<file path="src/rtl/irq_pkg.sv">
// Shared constants for the 68040 interrupt controller.
package irq_pkg;

    localparam int NLEVELS = 7;

    localparam logic [3:0] ADDR_PEND  = 4'h0;
    localparam logic [3:0] ADDR_MASK  = 4'h1;
    localparam logic [3:0] ADDR_EDGE  = 4'h2;
    localparam logic [3:0] ADDR_SWSET = 4'h3;

    localparam logic [7:0] VEC_BASE_DEF = 8'h40;
    localparam logic [7:0] SPUR_VEC_DEF = 8'h18;

endpackage

</file>
<file path="src/rtl/irq_prio_enc.sv">
// 7-to-3 highest-set-bit encoder: returns bit index + 1, or 0 when nothing is set.
module irq_prio_enc
    import irq_pkg::*;
(
    input  logic [NLEVELS-1:0] act,
    output logic [2:0]         lvl
);

    // Scan upward so the highest active level overwrites lower ones.
    always_comb begin
        lvl = 3'd0;
        for (int i = 0; i < NLEVELS; i++) begin
            if (act[i]) lvl = 3'(i + 1);
        end
    end

endmodule

</file>
<file path="src/rtl/irq_ctrl.sv">
// Interrupt controller: synchronises 7 sources, keeps mask/edge/pending state,
// drives the active-low IPL and answers IACK cycles with a vector.
// Handshakes: fpga_stb and iack_stb are one-cycle pulses; the matching
// fpga_ack / iack_ack is a one-cycle pulse exactly one cycle later with its
// data valid in that same cycle. No backpressure; back-to-back strobes are legal.
module irq_ctrl
    import irq_pkg::*;
#(
    parameter logic [7:0] VEC_BASE = VEC_BASE_DEF,
    parameter logic [7:0] SPUR_VEC = SPUR_VEC_DEF
) (
    input  logic        clk,
    input  logic        rst,
    input  logic [6:0]  src_irq,
    input  logic        fpga_stb,
    input  logic        fpga_we,
    input  logic [3:0]  fpga_addr,
    input  logic [7:0]  fpga_data,
    output logic        fpga_ack,
    output logic [31:0] fpga_odata,
    input  logic        iack_stb,
    input  logic [2:0]  iack_level,
    output logic        iack_ack,
    output logic [7:0]  iack_vec,
    output logic [2:0]  out_ipl
);

    logic [6:0]  s1, s2, s3;
    logic [6:0]  pend, mask, edge_en;
    logic [6:0]  act, w1c, swset, set_bits, clr_bits, pend_nxt;
    logic [6:0]  iack_sel, iack_clr;
    logic        iack_hit;
    logic        wr;
    logic [31:0] rd_data;
    logic [2:0]  lvl;

    // Only 7 levels exist; the top data bit has no register behind it.
    logic unused_data_msb;
    assign unused_data_msb = fpga_data[7];

    irq_prio_enc u_enc (
        .act (act),
        .lvl (lvl)
    );

    // Next-state pending bits, IACK match and read mux.
    always_comb begin
        act      = pend & mask;
        wr       = fpga_stb & fpga_we;
        w1c      = (wr && fpga_addr == ADDR_PEND)  ? fpga_data[6:0] : 7'd0;
        swset    = (wr && fpga_addr == ADDR_SWSET) ? fpga_data[6:0] : 7'd0;
        iack_sel = (iack_stb && iack_level != 3'd0) ? (7'd1 << (iack_level - 3'd1)) : 7'd0;
        iack_hit = |(iack_sel & act);
        iack_clr = iack_sel & act & edge_en;
        set_bits = (s2 & ~s3) | swset;
        clr_bits = w1c | iack_clr;
        // Edge bits: set beats clear. Level bits simply track the synchronised input.
        pend_nxt = (edge_en & ((pend & ~clr_bits) | set_bits)) | (~edge_en & s2);
        case (fpga_addr)
            ADDR_PEND: rd_data = {25'd0, pend};
            ADDR_MASK: rd_data = {25'd0, mask};
            ADDR_EDGE: rd_data = {25'd0, edge_en};
            default:   rd_data = 32'd0;
        endcase
    end

    // Synchroniser, configuration/pending state, handshake responses and IPL register.
    always_ff @(posedge clk or posedge rst) begin
        if (rst) begin
            s1         <= 7'd0;
            s2         <= 7'd0;
            s3         <= 7'd0;
            pend       <= 7'd0;
            mask       <= 7'd0;
            edge_en    <= 7'd0;
            fpga_ack   <= 1'b0;
            fpga_odata <= 32'd0;
            iack_ack   <= 1'b0;
            iack_vec   <= 8'd0;
            out_ipl    <= 3'b111;
        end else begin
            s1      <= src_irq;
            s2      <= s1;
            s3      <= s2;
            pend    <= pend_nxt;
            out_ipl <= ~lvl;
            if (wr && fpga_addr == ADDR_MASK) mask    <= fpga_data[6:0];
            if (wr && fpga_addr == ADDR_EDGE) edge_en <= fpga_data[6:0];
            fpga_ack <= fpga_stb;
            if (fpga_stb) fpga_odata <= rd_data;
            iack_ack <= iack_stb;
            if (iack_stb) iack_vec <= iack_hit ? (VEC_BASE + {5'd0, iack_level}) : SPUR_VEC;
        end
    end

endmodule

</file>
<file path="config.mk">
export PLATFORM = sky130hd
export DESIGN_NAME = irq_ctrl
export DESIGN_NICKNAME = d
export VERILOG_FILES = /design/src/rtl/irq_pkg.sv /design/src/rtl/irq_prio_enc.sv /design/src/rtl/irq_ctrl.sv
export SDC_FILE = /design/constraint.sdc
export NUM_CORES = 1
export LEC_CHECK = 0
export BUFFER_PORTS_ARGS = -buffer_cell sky130_fd_sc_hd__buf_4
export CORE_MARGIN = 2
export CORE_UTILIZATION = 42
export CTS_CLUSTER_DIAMETER = 50
export DETAILED_ROUTE_END_ITERATION = 7
export PLACE_DENSITY = 0.66
export REMOVE_ABC_BUFFERS = 1
export SYNTH_ARGS = -nofsm -noshare
export SYNTH_HDL_FRONTEND = slang
export SYNTH_SLANG_ARGS = --single-unit
</file>
<file path="constraint.sdc">
create_clock -name clk -period 3.6 [get_ports clk]
set_input_delay 0 -clock clk [delete_from_list [all_inputs] [get_ports clk]]
set_output_delay 0 -clock clk [all_outputs]
set_load 0.03 [all_outputs]
</file>
==> metrics, run 1 <==
status completed; PwrDens 523 nW/um^2; hold endpoint iack_vec[1]; fraction of registers with async set/reset 100%; synthesized netlist cell count between 200 and 250; capturing point of the worst reg2reg path iack_vec[0]; CTS tree yes; worst hold-check path type primary input to flop; core area 5960 um^2; CTS Buf Count 9; Starting Density 43.5%; detailed-route DRC error count 0; Ys Warns 0; Worst VDD drop between 0.2 and 0.25 mV; num rows 28; Worst Setup Start Kind primary input; Detail Route Antenna Nets 0; Synth cell types 41; gp weighted congestion 0.796; worst r2r src pend[3]; first-pass GRT wire length a little over 8000 um; PortBufs 43; Top Ports 72; # setup viols final 0; fin crit period between 1500 and 2000 ps; Setup TNS 0 ps; Hold-fix buffers, CTS 18; commonest non-fill, non-tap cell in the layout dfrtp_1; pre-CTS setup slack roughly 2000 ps; largest net degree at the start of global routing 41; routed vias/inst 4.94; Longest Clk Path Bufs 2; Sw Ratio 27.9%; Final WS setup 2070 ps; WHS Path Cells 3; Wirelength per Cell approximately 14 um; clk root buf clkbuf_8; measured slew at the worst slew-check pin 826 ps; sequential share of power 47.2%; Clock Latency Late Sink approximately 340 ps; flop2flop setup slack 2100 ps; top_reg_cell synth dfrtp_1; GRT Total Usage 16.5%; Area growth syn-to-layout 25.6%; Max-cap violations 0; number of gates resized after CTS 0; layout cells sized above 1 27.0%; clock transition at the registers of the reported paths 70 ps; setup bufs post-CTS 0; initial antenna violation count 0; via count 1834; RSZ-0062 raised after global routing no; sequential area share after synthesis 57.1%; Die H 82.5 um; Rel. slew slack roughly 45%; WL final just over 5000 um; diodes inserted 0; R2R depth 4; final hold violations 0; Lkg Pwr 1.53 nW; die span in x 82.5 um; Synth Area per Inst 11.5 um^2; Psw around 480 uW; Tcrit/Tclk final 42.6%; number of global-route vias before repair 1689; Clk network pwr share a little over a third; power share of the combinational group about 18%; critical path type primary input to flop; FF+latch count, synth 59; H-tree Lvls 3; CP Max Fanout 11; Max Slew Vio Count 0; Post-synth EDFFs 0; Critical Path Sink Type flop; Hold Crit Start iack_level[1]; clock skew 8.14 ps; Power Total 1.70 mW; Max Clock Freq between 0.6 and 0.7 GHz; Worst EP required 3820 ps; most frequent cells in the layout dfrtp_1, buf_4, conb_1; Overflow after GRT 0; die area 6810 um^2; first-pass detailed-route iteration total 4; post-DP HPWL around 3600 um; synthesized area approximately 2600 um^2; 1st-iter DRT viols 153; clk sinks 59; internal power 1.23 mW; nets about 320; WP data arrival 1760 ps
## per-layer routing
layer	routed length (um)	global-route usage, %	share of wire [%]
met2	2350	24.1	46
met1	2350	22.1	46
met4	105	10.0	2.1
met5	0	0	0
met3	300	3.91	5.9
## cell usage after synthesis (all sizes together) (2+ instances only)
cell    number  area, um^2
dfrtp       56        1400
buf         31         225
nand2       24        92.6
mux2        14         158
a21oi       12        60.1
inv         12        45.0
nor2        11        41.3
mux2i        8        80.1
o22ai        7        43.8
a21boi       4        30.0
a311o        3        30.0
a32oi        3        26.3
dfstp        3        78.8
nand3        3        15.0
nor3         3        20.0
a211o        2        17.5
a22o         2        17.5
a32o         2        20.0
clkbuf       2        7.51
nand3b       2        15.0
o211ai       2        15.0
o21ai        2        10.0
o311ai       2        17.5
or3          2        12.5
## worst max-delay path: stages
cell and delay, ps:
dlygate4sd3_1 530, buf_4 160, nand4bb_1 160, nor3_2 430, a21oi_1 140, a311o_1 330
## area by class of cell
cell class / instances / area, um^2
inverters: 12 / 45.0
clock buffers: 13 / 159
flip-flops and latches: 59 / 1480
repair buffers: 62 / 510
fillers: 553 / 2700
well taps: 75 / 93.8
multi-input cells: 148 / 930
clock inverters: 2 / 35.0
## stage by stage
stage | util, % | cells | hold WS (ps) | cell area (um^2)
after floorplan | - | 219 | 31.4 | 2450
after global placement | 48.3 | 338 | 109 | 2880
after detailed placement | 48.3 | 338 | 110 | 2880
after CTS | 54.6 | 371 | 19.3 | 3250
after global routing | 54.6 | 371 | 66.1 | 3250
final | 54.6 | 371 | 31.9 | 3250
## power groups by stage
stage | Sequential, mW | Combinational, mW | Clock [mW]
after global routing | 0.812 | 0.337 | 0.636
after global placement | 0.811 | 0.287 | 0
after CTS | 0.802 | 0.309 | 0.610
final | 0.803 | 0.307 | 0.593
after detailed placement | 0.814 | 0.293 | 0
after floorplan | 0.842 | 0.158 | 0
## registers in the layout, indices dropped and copies added, names as in the netlist
name,count
s1,7
pend,7
iack_vec,5
out_ipl,3
s2,7
s3,7
iack_ack,1
fpga_odata,7
edge_en,7
mask,7
fpga_ack,1
## how the worst max path moves through the flow
| stage | startpoint | endpoint | cells after the start |
|---|---|---|---|
| floorplan | rst | edge_en[0] | 1 |
| global placement | fpga_addr[1] | edge_en[1] | 4 |
| detailed placement | fpga_addr[1] | edge_en[6] | 4 |
| CTS | fpga_stb | pend[2] | 6 |
| global route | fpga_stb | pend[2] | 6 |
| finish | fpga_stb | pend[2] | 6 |
## cell families after synthesis
group | count (synthesis) | share of synthesized area, %
muxes | 22 | 9.18
and+or+nand+nor | 54 | 10.4
buffers and inverters | 45 | 10.7
DFF | 59 | 57.1
other | 1 | 0.145
AOI/OAI and AO/OA | 45 | 12.4
No activity file was read; power rests on OpenSTA's default activity.
==> run 2: changes to the inputs <==
Settings changed: PLACE_DENSITY 0.66 to 0.69.
Clock period 3.6 ns to 1.4 ns, I/O delays scaled along.
==> metrics, run 2 (synthesis results as in run 1) <==
status completed; global routing usage on met2 26.9%; initial antenna violation count 0; 1st-iter DRT viols 92; num rows 28; # setup viols final 0; Wirelength per Cell 13.7 um; PwrDens 1250 nW/um^2; WL final 5180 um; H-tree Lvls 3; clock transition at the registers of the reported paths 60 ps; Max-cap violations 0; met3 Resource Use GR 4.24%; Worst VDD drop 0.661 mV; power share of the combinational group 20.3%; R2R depth 4; die span in x about 83 um; routed vias/inst around 4.8; number of global-route vias before repair between 1.5k and 2k; Worst EP required between 1500 and 2000 ps; # placed instances between 300 and 400; final hold violations 0; Max Clock Freq 0.742 GHz; Worst Setup Start Kind flop; commonest non-fill, non-tap cell in the layout dfrtp_1; Starting Density 43.5%; worst hold-check path type primary input to flop; Clock Latency Late Sink 330 ps; internal power between 2 and 3 mW; via count 1822; Area growth syn-to-layout 28.7%; WHS Path Cells 3; Lkg Pwr around 1.6 nW; Tcrit/Tclk final 96.2%; nets 327; Clk network pwr share ~31%; most used routing layer met2; GRT Total Usage 16.8%; Detail Route Antenna Nets 0; Sw Ratio 29.3%; critical path type flop to flop; PortBufs 43; fin crit period 1350 ps; fin util 56.0%; clk sinks a little under 60; most frequent cells in the layout dfrtp_1, buf_4, conb_1; WP data arrival 1570 ps; detailed-route DRC error count 0; Critical Path Sink Type flop; first-pass detailed-route iteration total 4; post-DP HPWL 3580 um; CTS tree yes; first-pass GRT wire length 8340 um; Psw 1.22 mW; die area 6810 um^2; CP Max Fanout 4; CTS Buf Count 9; flop2flop setup slack between 50 and 60 ps; RSZ-0062 raised after global routing yes; sequential share of power 49.2%; clock skew 5.34 ps; measured slew at the worst slew-check pin 599 ps; Rel. slew slack between 60% and 70%; clk root buf clkbuf_8; Die H roughly 83 um; core area 5960 um^2; layout cells sized above 1 a little under a third; met1 Use GR between 20% and 30%; gp weighted congestion 0.817; FILL cells ~530; diodes inserted 0; Finished Layout Cells 379; Overflow after GRT 0; largest net degree at the start of global routing 60; Longest Clk Path Bufs 2; Max Slew Vio Count 0; Top Ports 72
[run 2: changes by cell type in the layout (fill, tap and decap cells not counted), sizes merged]
cell,before,now
buf,44,53
clkbuf,13,12
bufinv,1,0
clkinv,1,3
dlygate4sd3,18,17
[run 2: worst max-delay path, cell delays in order (launching register included)]
cell and delay, ps:
dfrtp_1 390, nand2_1 60, or3_1 360, and4_4 230
a22o_1 190
[run 2: power groups by stage]
| stage | Clock [mW] | Sequential (mW) | Combinational [mW] |
|---|---|---|---|
| after global routing | 1.42 | 2.08 | 0.923 |
| after global placement | 0 | 2.07 | 0.782 |
| after detailed placement | 0 | 2.08 | 0.794 |
| final | 1.28 | 2.05 | 0.847 |
| after CTS | 1.33 | 2.05 | 0.841 |
| after floorplan | 0 | 2.17 | 0.406 |
[run 2: final timing paths]
| check | endpoint | startpoint |
|---|---|---|
| min in group asynchronous | s1[1] | rst |
| worst min register to register | s2[2] | s1[2] |
| worst min-delay path | iack_vec[1] | iack_stb |
| worst max-delay path | iack_vec[4] | pend[0] |
| max in group asynchronous | out_ipl[0] | rst |
| worst max register to register | iack_vec[4] | pend[0] |
[run 2: area by class of cell]
class,instances,area (um^2),share of cell area (%)
sequential,59,1480,44.4
multi-input combinational,148,973,29.2
timing repair buffer,70,581,17.4
clock buffer,12,145,4.35
tap,75,93.8,2.82
inverter,12,45.0,1.35
clock inverter,3,15.0,0.450
[run 2: layer usage]
| metal | wire length (um) | part of all wire, % |
|---|---|---|
| met1 | 2330 | 45 |
| met5 | 0 | 0 |
| met4 | 94 | 1.8 |
| met2 | 2420 | 47 |
| met3 | 335 | 6.5 |
[run 2: metrics by stage]
step | hold WS (ps) | setup slack (ps) | total power, mW | TNS (ps) | cell area, um^2
global route | 17.5 | -4.70 | 4.42 | -4.70 | 3330
finish | 18.9 | 52.9 | 4.18 | 0 | 3330
CTS | 17.9 | 2.39 | 4.22 | 0 | 3290
floorplan | 31.4 | -51.4 | 2.57 | -2880 | 2450
global placement | 87.0 | -97.4 | 2.86 | -672 | 2950
detailed placement | 90.4 | -102 | 2.88 | -809 | 2950
[run 2: what timing repair did]
| item | 4_1_cts | 5_1_grt |
|---|---|---|
| hold buffers | 17 | 0 |
| resized for setup | 1 | 6 |
| endpoints found under the setup margin | 4 | 13 |
| hold endpoints to repair | 95 | 0 |
| pin swaps | 0 | 2 |
| buffers inserted | 1 | 0 |
==> run 3: changes to the inputs <==
Settings changed: GPL_ROUTABILITY_DRIVEN from default to 0, PLACE_DENSITY 0.69 to 0.66.
Clock period 1.4 ns to 1.7 ns, I/O delays scaled along.
==> metrics, run 3 (synthesis results as in run 1) <==
pre-CTS setup slack between 200 and 250 ps; Lkg Pwr 1.55 nW; Wirelength per Cell between 10 and 15 um; critical path type primary input to flop; CTS tree yes; Area growth syn-to-layout 26.8%; Worst EP required roughly 1900 ps; internal power about 2.6 mW; via count 1827; fin crit period roughly 1500 ps; CP Max Fanout 9; Worst VDD drop 0.681 mV; layout cells sized above 1 28.3%; Rel. slew slack 65.0%; Starting Density 43.5%; capture point of the critical path iack_vec[4]; sequential share of power 46.7%; RSZ-0062 raised after global routing no; clk sinks 59; Die H 82.5 um; 1st-iter DRT viols 108; Max Clock Freq 0.662 GHz; capturing point of the worst reg2reg path iack_vec[4]; R2R depth 5; Sw Ratio 27.9%; crit path launch iack_stb; clock skew 6.42 ps; detailed-route DRC error count 0; clk root buf clkbuf_8; CTS Buf Count 9; die span in x 82.5 um; Top Ports 72; WL final 5220 um; Psw about 1.0 mW; first-pass GRT wire length about 8400 um; Max-cap violations 0; Tcrit/Tclk final 88.8%; diodes inserted 0; commonest non-fill, non-tap cell in the layout dfrtp_1; Final WS setup 190 ps; measured slew at the worst slew-check pin ~520 ps; final hold violations 0; initial antenna violation count 0; Worst Setup Start Kind primary input; Max Slew Vio Count 0; most frequent cells in the layout dfrtp_1, buf_4, conb_1; Detail Route Antenna Nets 0; Critical Path Sink Type flop; GRT Total Usage 17.1%; clock transition at the registers of the reported paths around 60 ps; Sequential Area around 1500 um^2; H-tree Lvls 3; WP data arrival around 1700 ps; num rows 28; placed cell areas 2910 um^2; routed vias/inst 4.91; Setup TNS 0 ps; first-pass detailed-route iteration total 4; design area ~3300 um^2; status completed; power share of the combinational group 18.0%; flop2flop setup slack roughly 250 ps; nets around 320; largest net degree at the start of global routing 60; Overflow after GRT 0; core area 5960 um^2; Clock Latency Late Sink ~340 ps; post-DP HPWL 3600 um; Hold Crit Start iack_level[0]; die area 6810 um^2; # setup viols final 0; number of global-route vias before repair 1753; Clk network pwr share 35.3%; worst r2r src pend[3]; Longest Clk Path Bufs 2; worst hold-check path type primary input to flop; PortBufs 43; area of the multi-input gates 930 um^2; PwrDens 1110 nW/um^2; FILL cells roughly 550
run 3: cell types whose count changed in the layout (fill, tap and decap cells not counted), sizes merged:
cell,before,now
buf,53,47
clkinv,3,1
bufinv,0,1
run 3: cell type report:
type	instances	area share (%)
clock buffers	12	5.03
clock inverters	2	1.07
inverters	12	1.37
multi-input cells	148	28.3
flip-flops and latches	59	45.1
well taps	75	2.86
repair buffers	64	16.3
run 3: metrics by stage:
stage	total power [mW]	instances	utilization, %	hold slack (ps)
floorplan	2.12	219	-	31.4
global placement	2.33	341	48.9	87.5
CTS	3.69	372	55.1	27.0
global route	3.85	372	55.1	46.2
detailed placement	2.36	341	48.9	92.1
finish	3.65	372	55.1	36.9
run 3: worst min path at each step:
stage               depth (start not counted)  slack [ps]     endpoint
finish                                      3          40  iack_vec[0]
detailed placement                          3          90        s1[0]
global route                                3          50  iack_vec[1]
CTS                                         3          30  iack_vec[0]
global placement                            3          90        s2[0]
floorplan                                   0          30     fpga_ack
run 3: layer usage:
layer  GRT usage [%]  part of all wire, %
met4            6.72                 0.92
met1            21.6                   45
met3            6.30                  6.4
met5               0                    0
met2            26.8                   48
run 3: critical path, stage by stage:
cell and delay (ps):
dlygate4sd3_1 520, buf_4 160, inv_1 110, nor4_1 450
nor3_1 130, buf_4 180, a22o_1 180
run 3: timing repair:
action | CTS | global route
resized for setup | 0 | 0
hold buffers | 17 | 0
setup buffers | 0 | 0
endpoints found under the hold margin | 95 | 0
run 3: power by group through the flow:
stage / registers [mW] / clock network, mW / logic (mW)
6_report: 1.71 / 1.29 / 0.657
3_3_place_gp: 1.72 / 0 / 0.614
5_1_grt: 1.72 / 1.40 / 0.721
4_1_cts: 1.70 / 1.33 / 0.659
2_1_floorplan: 1.78 / 0 / 0.334
3_5_place_dp: 1.73 / 0 / 0.627
